## config.mk

```make
export PLATFORM = sky130hd
export DESIGN_NAME = spi_reg_responder
export DESIGN_NICKNAME = d
export VERILOG_FILES = /design/src/rtl/spi_reg_responder.sv
export SDC_FILE = /design/constraint.sdc
export NUM_CORES = 1
export LEC_CHECK = 0
export ABC_AREA = 1
export CORE_AREA = 3 3 84 86
export DETAILED_ROUTE_END_ITERATION = 8
export DIE_AREA = 0 0 87 89
export GPL_TIMING_DRIVEN = 0
export PLACE_DENSITY = 0.8
export SLEW_MARGIN = 10
export SYNTH_ARGS = -nofsm -noshare
export SYNTH_HDL_FRONTEND = slang
export SYNTH_SLANG_ARGS = --single-unit
export TNS_END_PERCENT = 50
```

## constraint.sdc

```tcl
create_clock -name Clk_i -period 2.4 [get_ports Clk_i]
set_clock_uncertainty 0.15 [all_clocks]
set_input_delay 0.48 -clock Clk_i [delete_from_list [all_inputs] [get_ports Clk_i]]
set_output_delay 0.48 -clock Clk_i [all_outputs]
set_load 0.1 [all_outputs]
```

## src/rtl/spi_reg_responder.sv

```systemverilog
// spi_reg_responder: SPI mode-0 target exposing NREGS 8-bit registers.
// Frame: byte0 = {RW, ADDR[6:0]} (RW=1 write), byte1 = data, MSB first.
// SCLK/SS_n/MOSI are oversampled on Clk_i through 2-flop synchronizers.
// Optional feature macro: AUTO_INC_EN (streaming data bytes with address
// auto-increment instead of a single data byte per frame).
`timescale 1ns/1ps
module spi_reg_responder #(
  parameter int         NREGS  = 4,
  parameter logic [7:0] ID     = 8'hA5,
  parameter logic [7:0] RSTVAL = 8'h00
) (
  input  logic               Clk_i,
  input  logic               Rst_ni,
  input  logic               Sclk_i,
  input  logic               Ss_ni,
  input  logic               Mosi_i,
  output logic               Miso_o,
  output logic               MisoOe_o,
  output logic [8*NREGS-1:0] Regs_o,
  output logic               WrStb_o,
  output logic [6:0]         WrAddr_o,
  output logic               Err_o
);

  typedef enum logic [1:0] {IDLE, CMD, DATA, DONE} state_t;

  localparam logic [7:0] NREGS_L = 8'(NREGS);
  localparam logic [6:0] ID_ADDR = 7'h7F;

  state_t      state_reg, state_next;
  logic        sclk_meta, sclk_sync, sclk_prev;
  logic        ss_meta, ss_sync, ss_prev;
  logic        mosi_meta, mosi_sync;
  logic        sclk_rise, sclk_fall, ss_fall, ss_rise;
  logic [2:0]  bit_cnt;
  logic [6:0]  shift_in;
  logic [6:0]  shift_out;
  logic        miso_bit;
  logic        cmd_rw;
  logic [6:0]  cmd_addr;
  logic        err;
  logic        wr_stb;
  logic [6:0]  wr_addr;
  logic [7:0]  byte_in;
  logic [7:0]  rd_data;
  logic        addr_ok;
  logic        rd_ok;
  logic        wr_en;
  logic [7:0]  regs [NREGS];

  // Synchronize the SPI pins. SS sync flops reset low so that a select
  // already asserted when reset is released does not look like a falling edge.
  always_ff @(posedge Clk_i or negedge Rst_ni) begin
    if (!Rst_ni) begin
      sclk_meta <= 1'b0;
      sclk_sync <= 1'b0;
      sclk_prev <= 1'b0;
      ss_meta   <= 1'b0;
      ss_sync   <= 1'b0;
      ss_prev   <= 1'b0;
      mosi_meta <= 1'b0;
      mosi_sync <= 1'b0;
    end else begin
      sclk_meta <= Sclk_i;
      sclk_sync <= sclk_meta;
      sclk_prev <= sclk_sync;
      ss_meta   <= Ss_ni;
      ss_sync   <= ss_meta;
      ss_prev   <= ss_sync;
      mosi_meta <= Mosi_i;
      mosi_sync <= mosi_meta;
    end
  end

  assign sclk_rise = sclk_sync & ~sclk_prev;
  assign sclk_fall = ~sclk_sync & sclk_prev;
  assign ss_fall   = ~ss_sync & ss_prev;
  assign ss_rise   = ss_sync & ~ss_prev;
  assign byte_in   = {shift_in, mosi_sync};
  assign addr_ok   = {1'b0, cmd_addr} < NREGS_L;
  assign rd_ok     = addr_ok | (cmd_addr == ID_ADDR);
  assign wr_en     = (state_reg == DATA) & ~ss_rise & sclk_rise & (bit_cnt == 3'd7)
                     & cmd_rw & addr_ok;

  // Read mux: register file, the ID location, or zero for unmapped addresses.
  always_comb begin
    rd_data = 8'h00;
    if (cmd_addr == ID_ADDR) rd_data = ID;
    for (int k = 0; k < NREGS; k++) begin
      if (cmd_addr == 7'(k)) rd_data = regs[k];
    end
  end

  // FSM state register.
  always_ff @(posedge Clk_i or negedge Rst_ni) begin
    if (!Rst_ni) state_reg <= IDLE;
    else         state_reg <= state_next;
  end

  // FSM next state: SS rise always aborts back to IDLE.
  always_comb begin
    state_next = state_reg;
    case (state_reg)
      IDLE: if (ss_fall) state_next = CMD;
      CMD: begin
        if (ss_rise) state_next = IDLE;
        else if (sclk_rise && bit_cnt == 3'd7) state_next = DATA;
      end
      DATA: begin
        if (ss_rise) state_next = IDLE;
        else if (sclk_rise && bit_cnt == 3'd7) begin
`ifdef AUTO_INC_EN
          state_next = DATA;
`else
          state_next = DONE;
`endif
        end
      end
      DONE:    if (ss_rise) state_next = IDLE;
      default: state_next = IDLE;
    endcase
  end

  // FSM outputs: MISO only carries data during the data phase.
  always_comb begin
    MisoOe_o = (state_reg != IDLE);
    Miso_o   = (state_reg == DATA) ? miso_bit : 1'b0;
  end

  // Bit-level datapath: sample MOSI on SCLK rise, shift MISO on SCLK fall.
  always_ff @(posedge Clk_i or negedge Rst_ni) begin
    if (!Rst_ni) begin
      bit_cnt   <= 3'd0;
      shift_in  <= 7'd0;
      shift_out <= 7'd0;
      miso_bit  <= 1'b0;
      cmd_rw    <= 1'b0;
      cmd_addr  <= 7'd0;
      err       <= 1'b0;
      wr_stb    <= 1'b0;
      wr_addr   <= 7'd0;
    end else begin
      wr_stb <= 1'b0;
      if (state_reg == IDLE) begin
        if (ss_fall) begin
          bit_cnt  <= 3'd0;
          miso_bit <= 1'b0;
          err      <= 1'b0;
        end
      end else if (ss_rise) begin
        bit_cnt  <= 3'd0;
        miso_bit <= 1'b0;
      end else if (state_reg != DONE) begin
        if (sclk_rise) begin
          shift_in <= byte_in[6:0];
          bit_cnt  <= bit_cnt + 3'd1;
          if (bit_cnt == 3'd7) begin
            if (state_reg == CMD) begin
              cmd_rw   <= byte_in[7];
              cmd_addr <= byte_in[6:0];
            end else begin
              if (cmd_rw) begin
                if (addr_ok) begin
                  wr_stb  <= 1'b1;
                  wr_addr <= cmd_addr;
                end else begin
                  err <= 1'b1;
                end
              end
`ifdef AUTO_INC_EN
              cmd_addr <= cmd_addr + 7'd1;
`endif
            end
          end
        end else if (sclk_fall && state_reg == DATA) begin
          if (bit_cnt == 3'd0) begin
            // First fall of a data byte: load read data so bit7 is ready.
            miso_bit  <= rd_data[7];
            shift_out <= rd_data[6:0];
            if (!cmd_rw && !rd_ok) err <= 1'b1;
          end else begin
            miso_bit  <= shift_out[6];
            shift_out <= {shift_out[5:0], 1'b0};
          end
        end
      end
    end
  end

  // Register file: updated on the last sampled bit of a valid write byte.
  always_ff @(posedge Clk_i or negedge Rst_ni) begin
    if (!Rst_ni) begin
      for (int k = 0; k < NREGS; k++) regs[k] <= RSTVAL;
    end else if (wr_en) begin
      for (int k = 0; k < NREGS; k++) begin
        if (cmd_addr == 7'(k)) regs[k] <= byte_in;
      end
    end
  end

  genvar gi;
  generate
    for (gi = 0; gi < NREGS; gi++) begin : g_flat
      assign Regs_o[8*gi +: 8] = regs[gi];
    end
  endgenerate

  assign WrStb_o  = wr_stb;
  assign WrAddr_o = wr_addr;
  assign Err_o    = err;

endmodule

```

==> results.ini, run 1 <==
[finish]
diodes=0
syn_to_final_growth_pct=22.42
layout.nets=459
final_util=0.6638
largest_reg_flops=32
drive_gt1_frac=0.1250
layout.cells.non_filler=533
fin_area_sq_um=4215

[timing]
rsz0062_at_grt=false
timing.final.max_slew_violations=0
hold_violations=0
tightest_slew_ns=0.9804
setup_viol=0
slew_headroom=0.3490
period_needed_ns=2.267
max_clock_freq_mhz=441.2
fin_crit_sh=0.9444

[critical_path]
path_buf_inv=1
arrival_ns=1.64
path_delay_family=buffers and inverters
crit_path_start_kind=register
crit_chain=dlygate4sd2_1
crit_type=reg -> out
crit_path_end_kind=output pin
cpMaxStageDelayCell=dlygate4sd2_1
max_stage_delay_ns=0.88
worst-path-max-fanout=3
cp.required_ns=1.77

[cts]
htreeDepth=3
cts_buffers=9
clock_latency_ns=0.36
cts.reportedPaths.clkPinSlew_ns=0.08
clock_sinks=77
cts_tree=built
cts_buffer_depth=2
root_buffer=clkbuf_8
cts_setup_buffers=0

[yosys]
synth_warnings=0
synth_edf_count=0
yosysTopAreaCellShare=0.5596
ys_seq_area_frac=0.5596
synth_ff_type=dfrtp_1
synth_cell_types=31
synthCells=391
synth_fp_nets=399
avgSynthCellArea_sq_um=8.806
ys_top_cells_by_area=dfrtp_1 (56%), nand2_1 (10%), o21ai_0 (4.5%)
synth_seq_cells=77
synthArstFlopShare=1.000
yosys.area.top_type=dfrtp_1
yosysMostFrequentCell=nand2_1
synth_common_cells=nand2_1 (96), dfrtp_1 (77), inv_1 (40)
synth_area_sq_um=3443

[grt]
antenna_found_initial=0
grt_max_degree=68
overflow=0
grt.total_usage=0.2346
grt_pass1_wl_microns=13590
grt_pass1_vias=2814

[routing]
drc=0
wirelength_microns=8114
dr.pass1.iters=6
vias=2826
wl_per_cell_microns=15.22
viasPerCell=5.302
drt_iter0_markers=190
final_antenna_net_count=0

[worst_hold_path]
hold_class=reg -> reg

[placement]
gp_congestion=0.9511
port-buffer-count=47
dp_cells=516
placed_cell_area_sq_um=4038
hpwl_microns=5952

[power_and_ir_drop]
power_density_nw_per_um2=818.5
power_uw=3450
irDropWorstVdd_mv=0.8117
p_leak_uw=0.002194

[run]
maxCapViolations=0

[floorplan]
initial_utilization=0.5423
die_h_microns=89
ioPinCount=48
die_w_microns=87
coreArea_sq_um=6350
dieArea_sq_um=7743
fp-row-count=29

[run_status]
outcome=completed

-- logic make-up after synthesis --
family	after synthesis	share of synthesized area
compound gates	76	0.1217
buf+inv	54	0.06577
simple gates	181	0.2420
fa+ha+maj	3	0.01090
flops	77	0.5596
-- routing by layer --
| metal | part of all wire | track usage |
|---|---|---|
| met4 | 0.020 | 0.08499 |
| met3 | 0.071 | 0.06359 |
| met1 | 0.44 | 0.3049 |
| met2 | 0.47 | 0.3796 |
| met5 | 0 | 0 |
-- cells in the final DEF (no fill, tap or decap), types with 3 or more instances in the layout --
cell              n
nand4_1           6
clkbuf_1          3
ha_1              3
clkdlybuf4s50_1   3
inv_2             3
clkbuf_8          9
nor2_2            4
clkinv_4          4
nand2_1          96
a21oi_1          12
dfrtp_1          77
buf_2             6
o21ai_1          21
nand2_2           3
nor2_1           30
o21ai_0          31
dlygate4sd2_1    41
nand3_1          28
o21ai_2           8
nor2_4            4
inv_1            40
-- power by group --
part           internal [uW]  switching [uW]  total [uW]
Clock                    595             481        1080
Combinational            229             627         856
Sequential              1440            80.3        1520
-- what timing repair did --
item                       4_1_cts  5_1_grt
gates resized for setup         46        1
hold endpoints to repair        10        0
hold buffers                     1        0
setup endpoints to repair       43        1
-- through the flow --
stage | worst slack, ns | TNS, ns | hold slack [ns]
finish | 0.1335 | 0 | 0.2061
global route | 0.06323 | 0 | 0.2201
CTS | -0.1178 | -0.1178 | 0.2056
detailed placement | -0.05005 | -0.05005 | 0.1888
global placement | -1.912 | -146.85 | 0.1825
floorplan | 0.1943 | 0 | 0.03441
-- worst paths after layout --
check | start | end | slack, ns | cells past startpoint
worst max register to register | bit_cnt[0]$_DFFE_PN0P_ | miso_bit$_DFFE_PN0P_ | 0.36 | 10
max in group asynchronous | Rst_ni | shift_out[2]$_DFFE_PN0P_ | 1.18 | 3
min in group asynchronous | Rst_ni | ss_prev$_DFF_PN0_ | 0.37 | 2
worst max-delay path | Regs_o[2]$_DFFE_PN0P_ | Regs_o[2] | 0.13 | 1
worst min-delay path | ss_meta$_DFF_PN0_ | ss_sync$_DFF_PN0_ | 0.21 | 0
worst min register to register | ss_meta$_DFF_PN0_ | ss_sync$_DFF_PN0_ | 0.21 | 0
-- final cells by class --
cell class,instances,area [sq um]
fillers,539,2135
flip-flops and latches,77,1927
multi-input cells,260,1292
repair buffers,49,450.4
inverters,44,170.2
clock buffers,10,127.6
well taps,77,96.34
clock inverters,6,95.09
plain buffers,10,56.30
(Power assumes the default switching activity.)
==> inputs of run 2 (changes only) <==
--- a/config.mk
+++ b/config.mk
@@ -10,6 +10,7 @@
 export DETAILED_ROUTE_END_ITERATION = 8
 export DIE_AREA = 0 0 87 89
 export GPL_TIMING_DRIVEN = 0
+export HOLD_SLACK_MARGIN = 0.1
 export PLACE_DENSITY = 0.8
 export SLEW_MARGIN = 10
 export SYNTH_ARGS = -nofsm -noshare
==> results of run 2 <==
The final DEF is identical to that of run 1; final timing and power are the same.
==> inputs of run 3 (changes only) <==
--- a/config.mk
+++ b/config.mk
@@ -6,9 +6,9 @@
 export NUM_CORES = 1
 export LEC_CHECK = 0
 export ABC_AREA = 1
-export CORE_AREA = 3 3 84 86
+export CORE_AREA = 2 2 83 85
 export DETAILED_ROUTE_END_ITERATION = 8
-export DIE_AREA = 0 0 87 89
+export DIE_AREA = 0 0 85 87
 export GPL_TIMING_DRIVEN = 0
 export HOLD_SLACK_MARGIN = 0.1
 export PLACE_DENSITY = 0.8
==> results.ini, run 3 (synthesis results as in run 1) <==
[finish]
layout_common_cells=nand2_1 (96), dfrtp_1 (77), dlygate4sd2_1 (41)
drive_gt1_frac=0.1253
final_util=0.6370
final_common_cell=nand2_1
largest_reg_flops=32
multi_input_area_sq_um=1292
fill_cells=574
regArea_sq_um=1927
layout.nets=459
fin_area_sq_um=4184
syn_to_final_growth_pct=21.51
diodes=0

[timing]
period_needed_ns=2.268
rsz0062_at_grt=false
timing.final.max_slew_violations=0
worst_slack_ns=0.1318
fin_setup_tns_ns=0
hold_violations=0
setup_viol=0
max_clock_freq_mhz=440.9
slew_headroom=0.3529
fin_crit_sh=0.9451
tightest_slew_ns=0.9746

[routing]
viasPerCell=5.364
drt_iter0_markers=200
wl_per_cell_microns=15.33
dr.pass1.iters=5
final_antenna_net_count=0
wirelength_microns=8203
vias=2870
drc=0

[grt]
overflow=0
grt_max_degree=45
grt.total_usage=0.2398
grt_pass1_wl_microns=13570
grt_pass1_vias=2721
antenna_found_initial=0

[power_and_ir_drop]
p_sw_frac=0.3615
p_leak_uw=0.002173
switching_power_uw=1218
power_density_nw_per_um2=805.0
clockPowerShare=0.291
irDropWorstVdd_mv=0.6785
comb_power_share=0.259
seqPwrFrac=0.451
power_uw=3368
p_int_uw=2151

[cts]
root_buffer=clkbuf_8
clock_latency_ns=0.35
cts_buffer_depth=2
cts_tree=built
htreeDepth=3
cts_buffers=9
cts.reportedPaths.clkPinSlew_ns=0.09
clock_sinks=77
cts_setup_buffers=0

[floorplan]
die_w_microns=85
coreArea_sq_um=6569
fp-row-count=30
ioPinCount=48
initial_utilization=0.5242
dieArea_sq_um=7395
die_h_microns=87

[run_status]
outcome=completed

[critical_path]
worst-path-max-fanout=3
crit_path_start_kind=register
crit_chain=dlygate4sd2_1
path_delay_family=buffers and inverters
max_stage_delay_ns=0.88
arrival_ns=1.64
path_buf_inv=1
ff2ff_setup_slack_ns=0.32
crit_type=reg -> out
cp.required_ns=1.77
crit_path_end_kind=output pin
cpMaxStageDelayCell=dlygate4sd2_1

[placement]
gp_congestion=0.9406
hpwl_microns=5984
placed_cell_area_sq_um=4034
port-buffer-count=47
place_ws_ns=-0.02624

[run]
maxCapViolations=0

[worst_hold_path]
hold_class=reg -> reg

==> run 3: cell types whose count changed in the layout (fill, tap and decap cells not counted), sizes merged <==
cell | before | now
clkinv | 4 | 1
clkbuf | 13 | 12
bufinv | 2 | 1
clkinvlp | 0 | 2
inv | 44 | 46
==> run 3: final timing paths <==
kind / from / end / cells after the start
worst max register to register: bit_cnt[0]$_DFFE_PN0P_ / Regs_o[22]$_DFFE_PN0P_ / 10
min in group asynchronous: Rst_ni / Regs_o[5]$_DFFE_PN0P_ / 2
worst min-delay path: mosi_meta$_DFF_PN0_ / mosi_sync$_DFF_PN0_ / 0
worst max-delay path: Regs_o[2]$_DFFE_PN0P_ / Regs_o[2] / 1
worst min register to register: mosi_meta$_DFF_PN0_ / mosi_sync$_DFF_PN0_ / 0
max in group asynchronous: Rst_ni / sclk_sync$_DFF_PN0_ / 3
==> run 3: power by group through the flow <==
stage	Combinational (uW)	Clock [uW]	Sequential, uW
2_1_floorplan	614	0	1520
3_3_place_gp	826	0	1540
3_5_place_dp	867	0	1540
4_1_cts	867	996	1520
5_1_grt	986	1060	1540
6_report	871	979	1520
==> run 3: layout make-up <==
cell class	instances	area share
clock buffer	9	0.02961
sequential	77	0.4605
timing repair buffer	49	0.1059
clock inverter	6	0.01705
tap	80	0.02392
inverter	44	0.04067
multi-input combinational	260	0.3089
buffer	10	0.01346
==> run 3: repair_timing <==
action | CTS | global route
resized for setup | 46 | 1
hold endpoints to repair | 33 | 0
hold buffers | 1 | 0
setup endpoints to repair | 43 | 1
gates cloned | 0 | 0
pin swaps | 0 | 0
==> run 3: metal layers <==
layer,global-route usage,routed length [microns],vias up
met5,0,0,-
met4,0.1126,257,0
met3,0.05972,563,24
met2,0.3707,3801,107
met1,0.3204,3579,1355
li1,-,-,1384
==> run 3: metrics by stage <==
stage | hold WS, ns | std cells
floorplan | 0.03441 | 391
global placement | 0.1840 | 518
detailed placement | 0.1903 | 519
CTS | 0.2101 | 535
global route | 0.2141 | 535
finish | 0.2083 | 535
